--- config.mk ---
export PLATFORM = sky130hd
export DESIGN_NAME = pipe_hazard_ctrl
export DESIGN_NICKNAME = d
export VERILOG_FILES = /design/src/rtl/pipe_hazard_ctrl.sv
export SDC_FILE = /design/constraint.sdc
export NUM_CORES = 1
export LEC_CHECK = 0
export ABC_AREA = 1
export BUFFER_PORTS_ARGS = -buffer_cell sky130_fd_sc_hd__buf_4
export CORE_MARGIN = 3
export CORE_UTILIZATION = 50
export CTS_CLUSTER_DIAMETER = 40
export DETAILED_ROUTE_END_ITERATION = 10
export PLACE_DENSITY_LB_ADDON = 0.3
export SYNTH_ARGS = -nofsm -noshare
export SYNTH_HDL_FRONTEND = slang
export SYNTH_SLANG_ARGS = --single-unit
--- constraint.sdc ---
create_clock -name clk -period 2.5 [get_ports clk]
set_clock_uncertainty 0.2 [all_clocks]
set_input_delay 0.625 -clock clk [delete_from_list [all_inputs] [get_ports clk]]
set_output_delay 0.625 -clock clk [all_outputs]
set_load 0.02 [all_outputs]
--- src/rtl/pipe_hazard_ctrl.sv ---
// pipe_hazard_ctrl: central hazard and exception controller for the 5-stage pipeline.
//
// Responsibilities:
//   - Generates stall/flush controls for the PC, IF/ID, ID/EX and EX/MEM registers.
//   - Selects the next-PC source.
//   - Owns the EXL flag and the EPC and Cause registers.
//
// Ports:
//   clk, reset (async, active low)
//   id_rs/id_rt, id_uses_rs/id_uses_rt  : source operands of the instruction in ID
//   ex_*                                : class and status of the instruction in EX
//   int_req, int_en                     : level interrupt request and Status.IE
//   PC_Stall .. EX_MEM_Flush            : pipeline-register controls (combinational)
//   pc_sel                              : 0 seq, 1 branch target, 2 trap vector, 3 EPC
//   epc, cause, exl                     : exception state registers
//   md_busy                             : high while a mult/div holds EX
module pipe_hazard_ctrl #(
  parameter int unsigned MD_CYCLES = 32,
  parameter int unsigned CNT_W     = 8
) (
  input  logic        clk,
  input  logic        reset,
  input  logic [4:0]  id_rs,
  input  logic [4:0]  id_rt,
  input  logic        id_uses_rs,
  input  logic        id_uses_rt,
  input  logic        ex_valid,
  input  logic        ex_MemRead,
  input  logic [4:0]  ex_wr_reg,
  input  logic        ex_branch_taken,
  input  logic        ex_md_start,
  input  logic        ex_syscall,
  input  logic        ex_eret,
  input  logic        ex_RI,
  input  logic [31:0] ex_pcplus4,
  input  logic        int_req,
  input  logic        int_en,
  output logic        PC_Stall,
  output logic        IF_ID_Stall,
  output logic        IF_ID_Flush,
  output logic        ID_EX_Stall,
  output logic        ID_EX_Flush,
  output logic        EX_MEM_Flush,
  output logic [1:0]  pc_sel,
  output logic [31:0] epc,
  output logic [4:0]  cause,
  output logic        exl,
  output logic        md_busy
);

  localparam logic [4:0] EXC_INT = 5'd0;
  localparam logic [4:0] EXC_SYS = 5'd8;
  localparam logic [4:0] EXC_RI  = 5'd10;

  localparam logic [1:0] PC_SEQ  = 2'd0;
  localparam logic [1:0] PC_BR   = 2'd1;
  localparam logic [1:0] PC_TRAP = 2'd2;
  localparam logic [1:0] PC_EPC  = 2'd3;

  // The start cycle is the first of MD_CYCLES stall cycles.
  // The counter covers the remaining MD_CYCLES-1 cycles, then one release cycle follows.
  localparam logic [CNT_W-1:0] MD_LOAD = CNT_W'(MD_CYCLES - 1);

  typedef enum logic [0:0] {RUN, MD_WAIT} state_t;

  state_t            state_q, state_d;
  logic [CNT_W-1:0]  cnt_q, cnt_d;
  logic [31:0]       epc_d;
  logic [4:0]        cause_d;
  logic              exl_d;

  logic exc_hit, eret_hit, int_hit, br_hit, md_hit, lu_hit;

  // Hazard qualifiers, listed in priority order.
  assign exc_hit  = ex_valid & (ex_RI | ex_syscall);
  assign eret_hit = ex_valid & ex_eret;
  assign int_hit  = int_req & int_en & ~exl & ex_valid;
  assign br_hit   = ex_valid & ex_branch_taken;
  assign md_hit   = ex_valid & ex_md_start;
  assign lu_hit   = ex_MemRead & (ex_wr_reg != 5'd0) &
                    ((id_uses_rs & (id_rs == ex_wr_reg)) |
                     (id_uses_rt & (id_rt == ex_wr_reg)));

  // State, counter and exception registers.
  always_ff @(posedge clk or negedge reset) begin
    if (!reset) begin
      state_q <= RUN;
      cnt_q   <= '0;
      epc     <= '0;
      cause   <= '0;
      exl     <= 1'b0;
    end else begin
      state_q <= state_d;
      cnt_q   <= cnt_d;
      epc     <= epc_d;
      cause   <= cause_d;
      exl     <= exl_d;
    end
  end

  // Next state and pipeline controls; gated off while reset is asserted.
  always_comb begin
    state_d      = state_q;
    cnt_d        = cnt_q;
    epc_d        = epc;
    cause_d      = cause;
    exl_d        = exl;
    PC_Stall     = 1'b0;
    IF_ID_Stall  = 1'b0;
    IF_ID_Flush  = 1'b0;
    ID_EX_Stall  = 1'b0;
    ID_EX_Flush  = 1'b0;
    EX_MEM_Flush = 1'b0;
    pc_sel       = PC_SEQ;
    md_busy      = 1'b0;

    if (reset) begin
      case (state_q)
        RUN: begin
          if (exc_hit) begin
            IF_ID_Flush  = 1'b1;
            ID_EX_Flush  = 1'b1;
            EX_MEM_Flush = 1'b1;
            pc_sel       = PC_TRAP;
            epc_d        = ex_pcplus4 - 32'd4;
            cause_d      = ex_RI ? EXC_RI : EXC_SYS;
            exl_d        = 1'b1;
          end else if (eret_hit) begin
            // The eret itself still retires through MEM, so EX/MEM is kept.
            IF_ID_Flush = 1'b1;
            ID_EX_Flush = 1'b1;
            pc_sel      = PC_EPC;
            exl_d       = 1'b0;
          end else if (int_hit) begin
            // EPC points at the interrupted instruction so it re-executes after eret.
            IF_ID_Flush  = 1'b1;
            ID_EX_Flush  = 1'b1;
            EX_MEM_Flush = 1'b1;
            pc_sel       = PC_TRAP;
            epc_d        = ex_pcplus4 - 32'd4;
            cause_d      = EXC_INT;
            exl_d        = 1'b1;
          end else if (br_hit) begin
            IF_ID_Flush = 1'b1;
            ID_EX_Flush = 1'b1;
            pc_sel      = PC_BR;
          end else if (md_hit) begin
            PC_Stall     = 1'b1;
            IF_ID_Stall  = 1'b1;
            ID_EX_Stall  = 1'b1;
            EX_MEM_Flush = 1'b1;
            cnt_d        = MD_LOAD;
            state_d      = MD_WAIT;
          end else if (lu_hit) begin
            PC_Stall    = 1'b1;
            IF_ID_Stall = 1'b1;
            ID_EX_Flush = 1'b1;
          end
        end
        MD_WAIT: begin
          // All other hazards are ignored here; a level interrupt simply stays pending.
          md_busy = 1'b1;
          if (cnt_q != '0) begin
            PC_Stall     = 1'b1;
            IF_ID_Stall  = 1'b1;
            ID_EX_Stall  = 1'b1;
            EX_MEM_Flush = 1'b1;
            cnt_d        = cnt_q - CNT_W'(1);
          end else begin
            state_d = RUN;
          end
        end
        default: state_d = RUN;
      endcase
    end
  end

endmodule

# Yosys cells after proc, flatten, opt, wreduce, memory -nomap -nowiden
# Cells that the tools add are included.
[totals] ff_bits=47 output_inout_bits=47
[op_classes] add_sub_neg=2 n_eq_ne=9 mux=59 bitwise=15 reduce_logical=7
[ops] operator="$mux 32" n=3
[ops] operator="$mux 8" n=6
[ops] operator="$mux 1" n=37
[ops] operator="$sub 32x3->32 const B" n=1
[ops] operator="$pmux 8 s2" n=1
[ops] operator="$mux 5" n=3
[ops] operator="$mux 2" n=6
[ops] operator="$ne 2x2->1 const B" n=6
[ops] operator="$and 1x1->1" n=11
[ops] operator="$eq 5x5->1" n=2
[ops] operator="$reduce_bool 8->1" n=1
[ops] operator="$sub 8x1->8 const B" n=1
[ops] operator="$reduce_and 7->1" n=1
[ops] operator="$pmux 1 s2" n=3
[ops] operator="$reduce_bool 5->1" n=1
[ops] operator="$reduce_and 4->1" n=1
[ops] operator="$reduce_and 3->1" n=1
[ops] operator="$reduce_bool 3->1" n=1
[ops] operator="$ne 2x1->1 const B" n=1
[ops] operator="$not 1->1" n=2
[ops] operator="$or 1x1->1" n=2
[ops] operator="$reduce_bool 2->1" n=1

# Logic depth before layout (Yosys ltp)
# Gate-level depths: netlist of the first run.
[logic_depth] ltp_word=12 ltp_mapped=10

# Worst setup path before layout of the first run
# No wires, ideal clock.
[synth_timing] kind="in2out" start="input ex_valid" end="output PC_Stall" t_arrival_ps=1726 required_time_ps=1675 setup_slack_ps=-51 stages=7 path_buffers=2 path_cell_list="buf_4 > o21ai_2 > nand4_1 > nand2_1 > nand2_1 > a21oi_1 > buf_4"
[synth_via] elab_chain_len=8 word_cells_on_any_way=12 classes_between="mux: 7; bitwise: 5"
[synth_lines] item="from (decl)" line_no="27" rtl="input logic ex_valid,"
[synth_lines] item="$and 1x1->1" line_no="79" rtl="assign md_hit = ex_valid & ex_md_start;"
[synth_lines] item="$mux 1 (4 in a row)"
[synth_lines] item="$mux 1 *"
[synth_lines] item="$pmux 1 s2 *"
[synth_lines] item="$mux 1 *"
[synth_lines] item="to (decl)" line_no="38" rtl="output logic PC_Stall,"
# Every way passes the cells marked *; elsewhere a longest branch is shown, timed or not.

# Worst setup path after layout of the first run
[layout_timing] start="register cnt_q[4]" end="output EX_MEM_Flush"
[layout_via] elab_chain_len=4
[layout_lines] item="from (decl)" line_no="67" rtl="logic [CNT_W-1:0] cnt_q, cnt_d;"
[layout_lines] item="from (signal assigned)" line_no="94" rtl="cnt_q <= cnt_d;"
[layout_lines] item="$reduce_bool 8->1" line_no="163" rtl="if (cnt_q != '0) begin"
[layout_lines] item="$mux 1" line_no="163"
[layout_lines] item="$pmux 1 s2" line_no="118" rtl="case (state_q)"
[layout_lines] item="$mux 1" line_no="117" rtl="if (reset) begin"
[layout_lines] item="to (decl)" line_no="43" rtl="output logic EX_MEM_Flush,"
# No other way between the ends.

==> reports/metrics.yaml, run 1 <==
sta:
  finalHoldViolations: 0
  slew_headroom_pct: 63.2
  finalMaxSlewViolations: 0
  finalSetupViolations: 0
  finalCritPeriodShare_pct: 96.3
  worst_slew_pin_slew_ns: 0.552
  fin_crit_ns: 2.41
  tns_ns: 0
  timing.fmax_mhz: 415
global_routing:
  overflow: 0
  grt_pass1_wl_um: 13800
  antenna_found_initial: 0
  grt_max_degree: 46
  grt_pass1_vias: 3118
  grt_usage_pct: 23.4
setup_path:
  worstPathMaxFanout: 4
  end_kind: "output port"
  start_kind: "flip-flop"
  critPathArrivalTime_ns: 1.58
  required_ns: 1.67
  r2r-end: "epc[22]"
  r2r_slack_ns: 0.80
  r2r_start: "state_q"
  crit_start: "cnt_q[4]"
  worstSetupPathType: "flip-flop to output port"
  reg2regPathDepth: 6
power_and_ir_drop:
  pwr-share-comb_pct: 42.9
  ir_drop_mv: 0.470
  switching_share_pct: 39.2
  p_sw_mw: 1.14
  powerDensity_nw_per_um2: 732
  seqPwrFrac_pct: 37.6
  p_leak_nw: 2.15
  internal_power_mw: 1.77
  clock_power_share_pct: 19.5
die:
  die-width_um: 83.7
  initial_core_util_pct: 53.2
  die_area_sq_um: 7010
  fp.dieH_um: 83.7
  io_pins: 107
  core_sq_um: 5680
  rows: 27
outcome:
  status: "finished clean"
drt:
  num_vias: 3178
  drc: 0
  ant_nets: 0
  routed_via_density: 4.93
  wl_um: 8070
  drt_iter0_drc: 160
  routedWlPerCell_um: 12.5
  first_pass_iters: 4
cts:
  cts_root_buf: "clkbuf_8"
  cts.clk_slew.worst_paths_ns: 0.10
  cts_tree: "built"
  cts_buffers: 5
  cts.path.max_buffers: 2
  clock_sinks: 44
  cts_hold_buf: 0
  insertion_delay_ns: 0.30
  h-tree-depth: 2
worst_hold_path:
  min_path_type: "primary input to async pin"
placed_design:
  routabilityCongestion: 0.944
  hpwl_um: 6470
  io_buffers: 103
layout:
  fillerInstances: 535
  n_antenna_cell: 0
  fin_nets: 634
  layout_commonest_cell: "nand2_1"
  area_growth_pct: 31.6
  final_cell_mix: "175 x nand2_1, 108 x buf_4, 73 x nor2_1"
  drive_above_1_share_pct: 23.1
  utilization_pct: 70.1
synth:
  syn_area_sq_um: 3020
  synth_cell_types: 27
  yosysSeqAreaShare_pct: 36.4
  ys_ff_latch: 44
  avgSynthCellArea_sq_um: 6.48
  yosys_warnings: 0
  syn_inst: 466
flow_run:
  drv_cap: 0
## routing by layer
| metal | up-vias | global-route usage, % | share of wire [%] |
|---|---|---|---|
| met5 | - | 0 | 0 |
| met4 | 0 | 4.68 | 1.1 |
| met3 | 11 | 4.94 | 6.9 |
| met2 | 101 | 40.0 | 47 |
| met1 | 1417 | 30.7 | 45 |
| li1 | 1649 | - | - |
## registers in the layout, summed over array words and instances, names as in the netlist
register	flops
epc	32
cnt_q	8
cause	2
exl	1
state_q	1
## cells in the mapped netlist, drive strengths merged
cell type | n | share of area [%]
a21boi | 1 | 0.25
a21oi | 4 | 0.66
buf | 13 | 3.6
clkinv | 1 | 0.12
conb | 1 | 0.12
dfrtp | 44 | 36
ha | 3 | 1.2
inv | 51 | 6.3
nand2 | 175 | 22
nand3 | 27 | 4.5
nand3b | 1 | 0.25
nand4 | 11 | 2.8
nor2 | 78 | 9.9
nor3 | 1 | 0.17
nor4 | 1 | 0.21
o21ai | 30 | 5.1
o21bai | 4 | 0.99
or2 | 1 | 0.21
xnor2 | 7 | 2.0
xor2 | 12 | 3.5
## logic make-up after synthesis
| logic type | Yosys count | share of synthesized area, % |
|---|---|---|
| adders and majority gates | 3 | 1.24 |
| xor gates and xnor gates | 19 | 5.51 |
| buffers and inverters | 65 | 10.0 |
| DFF | 44 | 36.4 |
| and+or+nand+nor | 295 | 39.7 |
| AOI/OAI and AO/OA | 39 | 7.00 |
| other | 1 | 0.124 |
## cell type report
| type | count | area, sq um | share of cell area (%) |
|---|---|---|---|
| clock inverter | 3 | 46.3 | 1.16 |
| tap | 72 | 90.1 | 2.27 |
| multi-input combinational | 359 | 1640 | 41.3 |
| inverter | 52 | 195 | 4.91 |
| sequential | 44 | 1100 | 27.7 |
| timing repair buffer | 109 | 831 | 20.9 |
| clock buffer | 5 | 68.8 | 1.73 |
## how the worst max path moves through the flow
stage	to	slack, ns	cells after the start
after CTS	EX_MEM_Flush	0.005	7
after global routing	ID_EX_Stall	-0.02	7
final	EX_MEM_Flush	0.09	6
after detailed placement	IF_ID_Stall	0.11	7
after floorplan	PC_Stall	0.11	7
after global placement	ID_EX_Stall	0.16	7
## critical path, stage by stage, from the launching register on
cell      delay, ns
dfrtp_1        0.43
nor2_2         0.18
nand3_1        0.12
nor2_2         0.17
nor2_2         0.07
a21boi_0       0.13
buf_4          0.17
## per-stage QoR
| stage | total power [mW] | hold WS (ns) | worst slack, ns | instances | cell area (sq um) |
|---|---|---|---|---|---|
| final | 2.91 | 0.213 | 0.0914 | 644 | 3980 |
| after CTS | 2.92 | 0.239 | 0.00501 | 644 | 3960 |
| after global placement | 2.31 | 0.257 | 0.159 | 636 | 3850 |
| after global routing | 3.12 | 0.262 | -0.0178 | 644 | 3980 |
| after floorplan | 1.79 | 0.129 | 0.107 | 468 | 3030 |
| after detailed placement | 2.34 | 0.266 | 0.110 | 636 | 3850 |
## power by group through the flow
stage / Sequential (mW) / Combinational [mW] / Clock [mW]
floorplan: 1.30 / 0.486 / 0
global placement: 1.09 / 1.21 / 0
detailed placement: 1.10 / 1.24 / 0
CTS: 1.09 / 1.25 / 0.585
global route: 1.13 / 1.37 / 0.617
finish: 1.09 / 1.25 / 0.569
## timing repair
action	CTS	global route
setup buffers	0	0
gates resized for setup	0	8
endpoints found under the setup margin	0	5
No activity file was read; power rests on OpenSTA's default activity.
==> run 2: changes to the inputs <==
--- a/config.mk
+++ b/config.mk
@@ -8,7 +8,7 @@
 export ABC_AREA = 1
 export BUFFER_PORTS_ARGS = -buffer_cell sky130_fd_sc_hd__buf_4
 export CORE_MARGIN = 3
-export CORE_UTILIZATION = 50
+export CORE_UTILIZATION = 45
 export CTS_CLUSTER_DIAMETER = 40
 export DETAILED_ROUTE_END_ITERATION = 10
 export PLACE_DENSITY_LB_ADDON = 0.3
==> run 2 against run 1 <==
Net effect: sequential cell count unchanged; sequential share of layout area increased by 0.13 points; highest routed layer unchanged; final cell count increased by 0.78%; count of clock-buffer cells in the layout increased by 1; sequential power about the same; non-clock buffer count unchanged; fmax increased by 0.53%; worst setup slack improved by 0.013 ns; via count increased by 0.72%; hold slack improved by 0.0044 ns.
==> reports/metrics.yaml, run 2 (synthesis gave the netlist of run 1 again) <==
layout:
  largest_reg_flops: 32  # unchanged
  n_antenna_cell: 0  # unchanged
  fin_nets: 634  # unchanged
  top_register: "epc"
  final_cell_mix: "175 x nand2_1, 108 x buf_4, 73 x nor2_1"
  top_regs: "epc (32), cnt_q (8), cause (2)"
  fin_cells: 649  # +0.78%
  layout_commonest_cell: "nand2_1"
  area_growth_pct: 31.0
  fillerInstances: 616  # +15%
  drive_above_1_share_pct: 22.6  # -0.52 points
  utilization_pct: 61.6  # -8.4 points
drt:
  ant_nets: 0  # unchanged
  num_vias: 3201  # +0.72%
  drc: 0  # unchanged
  drt_iter0_drc: 186  # +16%
  routedWlPerCell_um: 12.3  # -1.7%
  first_pass_iters: 5  # +1
  wl_um: 7990  # -0.98%
  routed_via_density: 4.93  # about the same
die:
  initial_core_util_pct: 47.0  # -6.2 points
  rows: 29  # +7.4%
  core_sq_um: 6420  # +13%
  io_pins: 107  # unchanged
  fp.dieH_um: 87.9  # +5.0%
  die-width_um: 87.9  # +5.0%
  die_area_sq_um: 7730  # +10%
setup_path:
  reg2regPathDepth: 6  # unchanged
  critPathArrivalTime_ns: 1.57  # about the same
  worstSetupPathType: "primary input to output port"
  r2r_slack_ns: 0.76  # -0.04 ns
  required_ns: 1.67  # about the same
  r2r-end: "epc[3]"
  start_kind: "primary input"
  r2r_start: "state_q"
  end_kind: "output port"
  worstPathMaxFanout: 6  # +2
power_and_ir_drop:
  ir_drop_mv: 0.380  # -19%
  p_leak_nw: 2.14  # -0.42%
  report.power.total_mw: 2.81  # -3.4%
  powerDensity_nw_per_um2: 710  # -2.9%
sta:
  timing.fmax_mhz: 417  # +0.53%
  finalHoldViolations: 0  # unchanged
  finalMaxSlewViolations: 0  # unchanged
  setup_slack_ns: 0.104  # +0.0128 ns
  rsz0062_at_grt: "no"
  slew_headroom_pct: 62.9  # -0.26 points
  finalCritPeriodShare_pct: 95.8  # -0.51 points
  tns_ns: 0  # unchanged
  fin_crit_ns: 2.40  # -0.0128 ns
  worst_slew_pin_slew_ns: 0.556  # +0.00397 ns
  finalSetupViolations: 0  # unchanged
global_routing:
  grt_max_degree: 46  # unchanged
  grt_usage_pct: 21.8  # -1.6 points
  overflow: 0  # unchanged
  grt_pass1_wl_um: 13400  # -2.5%
  grt_pass1_vias: 3093  # -0.80%
  antenna_found_initial: 0  # unchanged
placed_design:
  routabilityCongestion: 0.981  # +3.9%
  hpwl_um: 6480  # +0.11%
  dp.cells: 641  # +0.79%
  place_ws_ns: 0.103  # -0.00667 ns
  io_buffers: 103  # unchanged
outcome:
  status: "finished clean"
worst_hold_path:
  min_path_type: "primary input to async pin"
cts:
  insertion_delay_ns: 0.29  # about the same
  post_cts_buffers: 0  # unchanged
  cts_buffers: 5  # unchanged
  cts_root_buf: "clkbuf_8"
  cts.clk_slew.worst_paths_ns: 0.08  # -0.02 ns
  clock_sinks: 44  # unchanged
  cts.path.max_buffers: 2  # unchanged
  cts_tree: "built"
  h-tree-depth: 2  # unchanged
flow_run:
  drv_cap: 0  # unchanged
## run 2: through the flow
stage	hold slack, ns	area, sq um
2_1_floorplan	0.129	3030
3_3_place_gp	0.255	3850
3_5_place_dp	0.262	3850
4_1_cts	0.252	3950
5_1_grt	0.277	3960
6_report	0.218	3960
## run 2: critical path, cell delays in order
cell and delay [ns]:
buf_4 0.12, o21ai_2 0.23, nand4_1 0.16, nand2_1 0.10, nand2_1 0.06, a21oi_2 0.12, buf_4 0.16
## run 2: worst max path at each step
stage,cells after the start,startpoint,end
floorplan,7,ex_valid,PC_Stall
global placement,7,ex_syscall,ID_EX_Stall
detailed placement,7,ex_syscall,PC_Stall
CTS,7,cnt_q[0],EX_MEM_Flush
global route,7,ex_syscall,IF_ID_Stall
finish,7,ex_syscall,PC_Stall
## run 2: layer usage
layer	global-route usage [%]	wire (um)	share of wire (%)
met1	29.4	3500	44
met5	0	0	0
met4	6.97	181	2.3
met3	3.95	555	6.9
met2	35.5	3750	47
## run 2: report_power, final
| part | leakage (nW) | total [mW] | switching [mW] | internal [mW] |
|---|---|---|---|---|
| clock | 0.0434 | 0.479 | 0.255 | 0.224 |
| sequential | 0.547 | 1.09 | 0.150 | 0.939 |
| combinational | 1.55 | 1.24 | 0.718 | 0.525 |
| total | 2.14 | 2.81 | 1.12 | 1.69 |
## run 2: what timing repair did
action | CTS | global route
hold buffers | 0 | 0
endpoints found under the setup margin | 0 | 4
gates resized for setup | 0 | 5
## run 2: cell type report
| type | count | area, sq um | area share (%) |
|---|---|---|---|
| clock buffer | 6 | 82.6 | 2.09 |
| clock inverter | 2 | 15.0 | 0.379 |
| inverter | 52 | 195 | 4.93 |
| multi-input combinational | 359 | 1640 | 41.4 |
| sequential | 44 | 1100 | 27.8 |
| tap | 77 | 96.3 | 2.43 |
| timing repair buffer | 109 | 831 | 21.0 |
==> run 3: changes to the inputs <==
--- a/config.mk
+++ b/config.mk
@@ -8,10 +8,11 @@
 export ABC_AREA = 1
 export BUFFER_PORTS_ARGS = -buffer_cell sky130_fd_sc_hd__buf_4
 export CORE_MARGIN = 3
-export CORE_UTILIZATION = 45
+export CORE_UTILIZATION = 40
 export CTS_CLUSTER_DIAMETER = 40
 export DETAILED_ROUTE_END_ITERATION = 10
 export PLACE_DENSITY_LB_ADDON = 0.3
+export SKIP_LAST_GASP = 1
 export SYNTH_ARGS = -nofsm -noshare
 export SYNTH_HDL_FRONTEND = slang
 export SYNTH_SLANG_ARGS = --single-unit
==> run 3 against run 2 <==
Net effect: routed wire length is 3.6% higher; register-to-register slack hardly changed; hold slack better by 0.034 ns; sequential power hardly changed; final cell count is 3.4% higher; die area is 12% higher; global-route usage is 2.0 points lower; via count is 1.5% lower; first-iteration DRC count is 12% lower; clock power is 33% higher; largest power group unchanged.
==> reports/metrics.yaml, run 3 (synthesis gave the netlist of run 1 again) <==
outcome:
  status: "finished clean"
die:
  initial_core_util_pct: 41.4  # -5.6 points
  rows: 31  # +6.9%
  die_area_sq_um: 8630  # +12%
  die-width_um: 92.9  # +5.7%
  fp.dieH_um: 92.9  # +5.7%
  io_pins: 107  # unchanged
  core_sq_um: 7290  # +14%
flow_run:
  drv_cap: 0  # unchanged
power_and_ir_drop:
  p_leak_nw: 2.17  # +1.3%
  pwr-share-comb_pct: 41.7  # -2.5 points
  report.power.total_mw: 2.97  # +5.5%
  switching_share_pct: 37.4  # -2.6 points
  ir_drop_mv: 0.384  # +1.2%
  clock_power_share_pct: 21.4  # +4.4 points
  seqPwrFrac_pct: 36.9  # -1.8 points
  powerDensity_nw_per_um2: 737  # +3.8%
  internal_power_mw: 1.86  # +10%
  p_sw_mw: 1.11  # -1.3%
cts:
  post_cts_buffers: 0  # unchanged
  cts_hold_buf: 0  # unchanged
  cts_buffers: 5  # unchanged
  cts_tree: "built"
  clock_sinks: 44  # unchanged
  cts.path.max_buffers: 2  # unchanged
  h-tree-depth: 2  # unchanged
  cts_root_buf: "clkbuf_8"
  cts.clk_slew.worst_paths_ns: 0.08  # about the same
  cts_resized: 0  # unchanged
  insertion_delay_ns: 0.30  # about the same
sta:
  finalCritPeriodShare_pct: 95.4  # -0.39 points
  tns_ns: 0  # unchanged
  finalHoldViolations: 0  # unchanged
  worst_slew_pin_slew_ns: 0.567  # +0.0108 ns
  finalSetupViolations: 0  # unchanged
  timing.fmax_mhz: 419  # +0.41%
  slew_headroom_pct: 62.2  # -0.72 points
  holdWs_ns: 0.252  # +0.0342 ns
  finalMaxSlewViolations: 0  # unchanged
  rsz0062_at_grt: "yes"
  fin_crit_ns: 2.39  # -0.00985 ns
layout:
  n_antenna_cell: 0  # unchanged
  utilization_pct: 55.2  # -6.4 points
  fin_nets: 635  # +0.16%
  fin_cells: 671  # +3.4%
  largest_reg_flops: 32  # unchanged
  top_register: "epc"
  area_growth_pct: 33.2
  layout_commonest_cell: "nand2_1"
  final_cell_mix: "175 x nand2_1, 109 x buf_4, 73 x nor2_1"
  top_regs: "epc (32), cnt_q (8), cause (2)"
  drive_above_1_share_pct: 22.4  # -0.17 points
worst_hold_path:
  min_path_type: "primary input to async pin"
global_routing:
  grt_pass1_vias: 2970  # -4.0%
  grt_pass1_wl_um: 13800  # +3.0%
  grt_max_degree: 46  # unchanged
  overflow: 0  # unchanged
  grt_usage_pct: 19.7  # -2.0 points
  antenna_found_initial: 0  # unchanged
drt:
  routedWlPerCell_um: 12.3  # +0.20%
  wl_um: 8280  # +3.6%
  num_vias: 3153  # -1.5%
  routed_via_density: 4.70  # -4.7%
  drc: 0  # unchanged
  drt_iter0_drc: 163  # -12%
  ant_nets: 0  # unchanged
  first_pass_iters: 4  # -1
placed_design:
  routabilityCongestion: 0.865  # -12%
  io_buffers: 103  # unchanged
  hpwl_um: 6670  # +2.9%
  dp.cells: 664  # +3.6%
setup_path:
  crit_start: "ex_syscall"
  required_ns: 1.67  # about the same
  worstPathMaxFanout: 6  # unchanged
  start_kind: "primary input"
  worstSetupPathType: "primary input to output port"
  r2r_start: "state_q"
  end_kind: "output port"
  critPathArrivalTime_ns: 1.56  # about the same
## run 3: path summary, 6_finish.rpt
| check | end | slack, ns | cells after the start |
|---|---|---|---|
| worst max-delay path | IF_ID_Stall | 0.11 | 7 |
| worst min-delay path | cnt_q[1] | 0.25 | 2 |
| worst max register to register | epc[16] | 0.77 | 6 |
| worst min register to register | epc[1] | 0.28 | 2 |
| max in group asynchronous | epc[21] | 1.46 | 2 |
| min in group clk | epc[1] | 0.28 | 2 |
## run 3: per-layer routing
layer  vias up  global-route usage, %  part of all wire (%)
li1       1651                      -                     -
met1      1416                   27.2                    46
met2        81                   32.6                    48
met3         5                   3.57                   5.4
met4         0                   3.79                  0.86
met5         -                      0                     0
## run 3: power by group through the flow
stage	logic, mW	registers, mW	clock network, mW
after detailed placement	1.25	1.10	0
after CTS	1.25	1.09	0.651
after floorplan	0.486	1.30	0
after global placement	1.23	1.10	0
after global routing	1.37	1.13	0.678
final	1.24	1.10	0.635
## run 3: area by class of cell
| cell class | instances | area (sq um) |
|---|---|---|
| multi-input combinational | 359 | 1640 |
| clock buffer | 5 | 68.8 |
| fill | 774 | 3270 |
| timing repair buffer | 110 | 838 |
| clock inverter | 2 | 60.1 |
| tap | 99 | 124 |
| sequential | 44 | 1100 |
| inverter | 52 | 195 |
## run 3: stage by stage
step / setup WS [ns] / area [sq um]
after floorplan: 0.107 / 3030
after global placement: 0.150 / 3890
after detailed placement: 0.108 / 3890
after CTS: 0.0203 / 4020
after global routing: -0.0131 / 4020
final: 0.114 / 4020
## run 3: critical path, cell delays in order
cell and delay (ns):
buf_4 0.11, o21ai_2 0.23, nand4_1 0.16, nand2_1 0.10, nand2_1 0.06, a21oi_2 0.12, buf_4 0.16
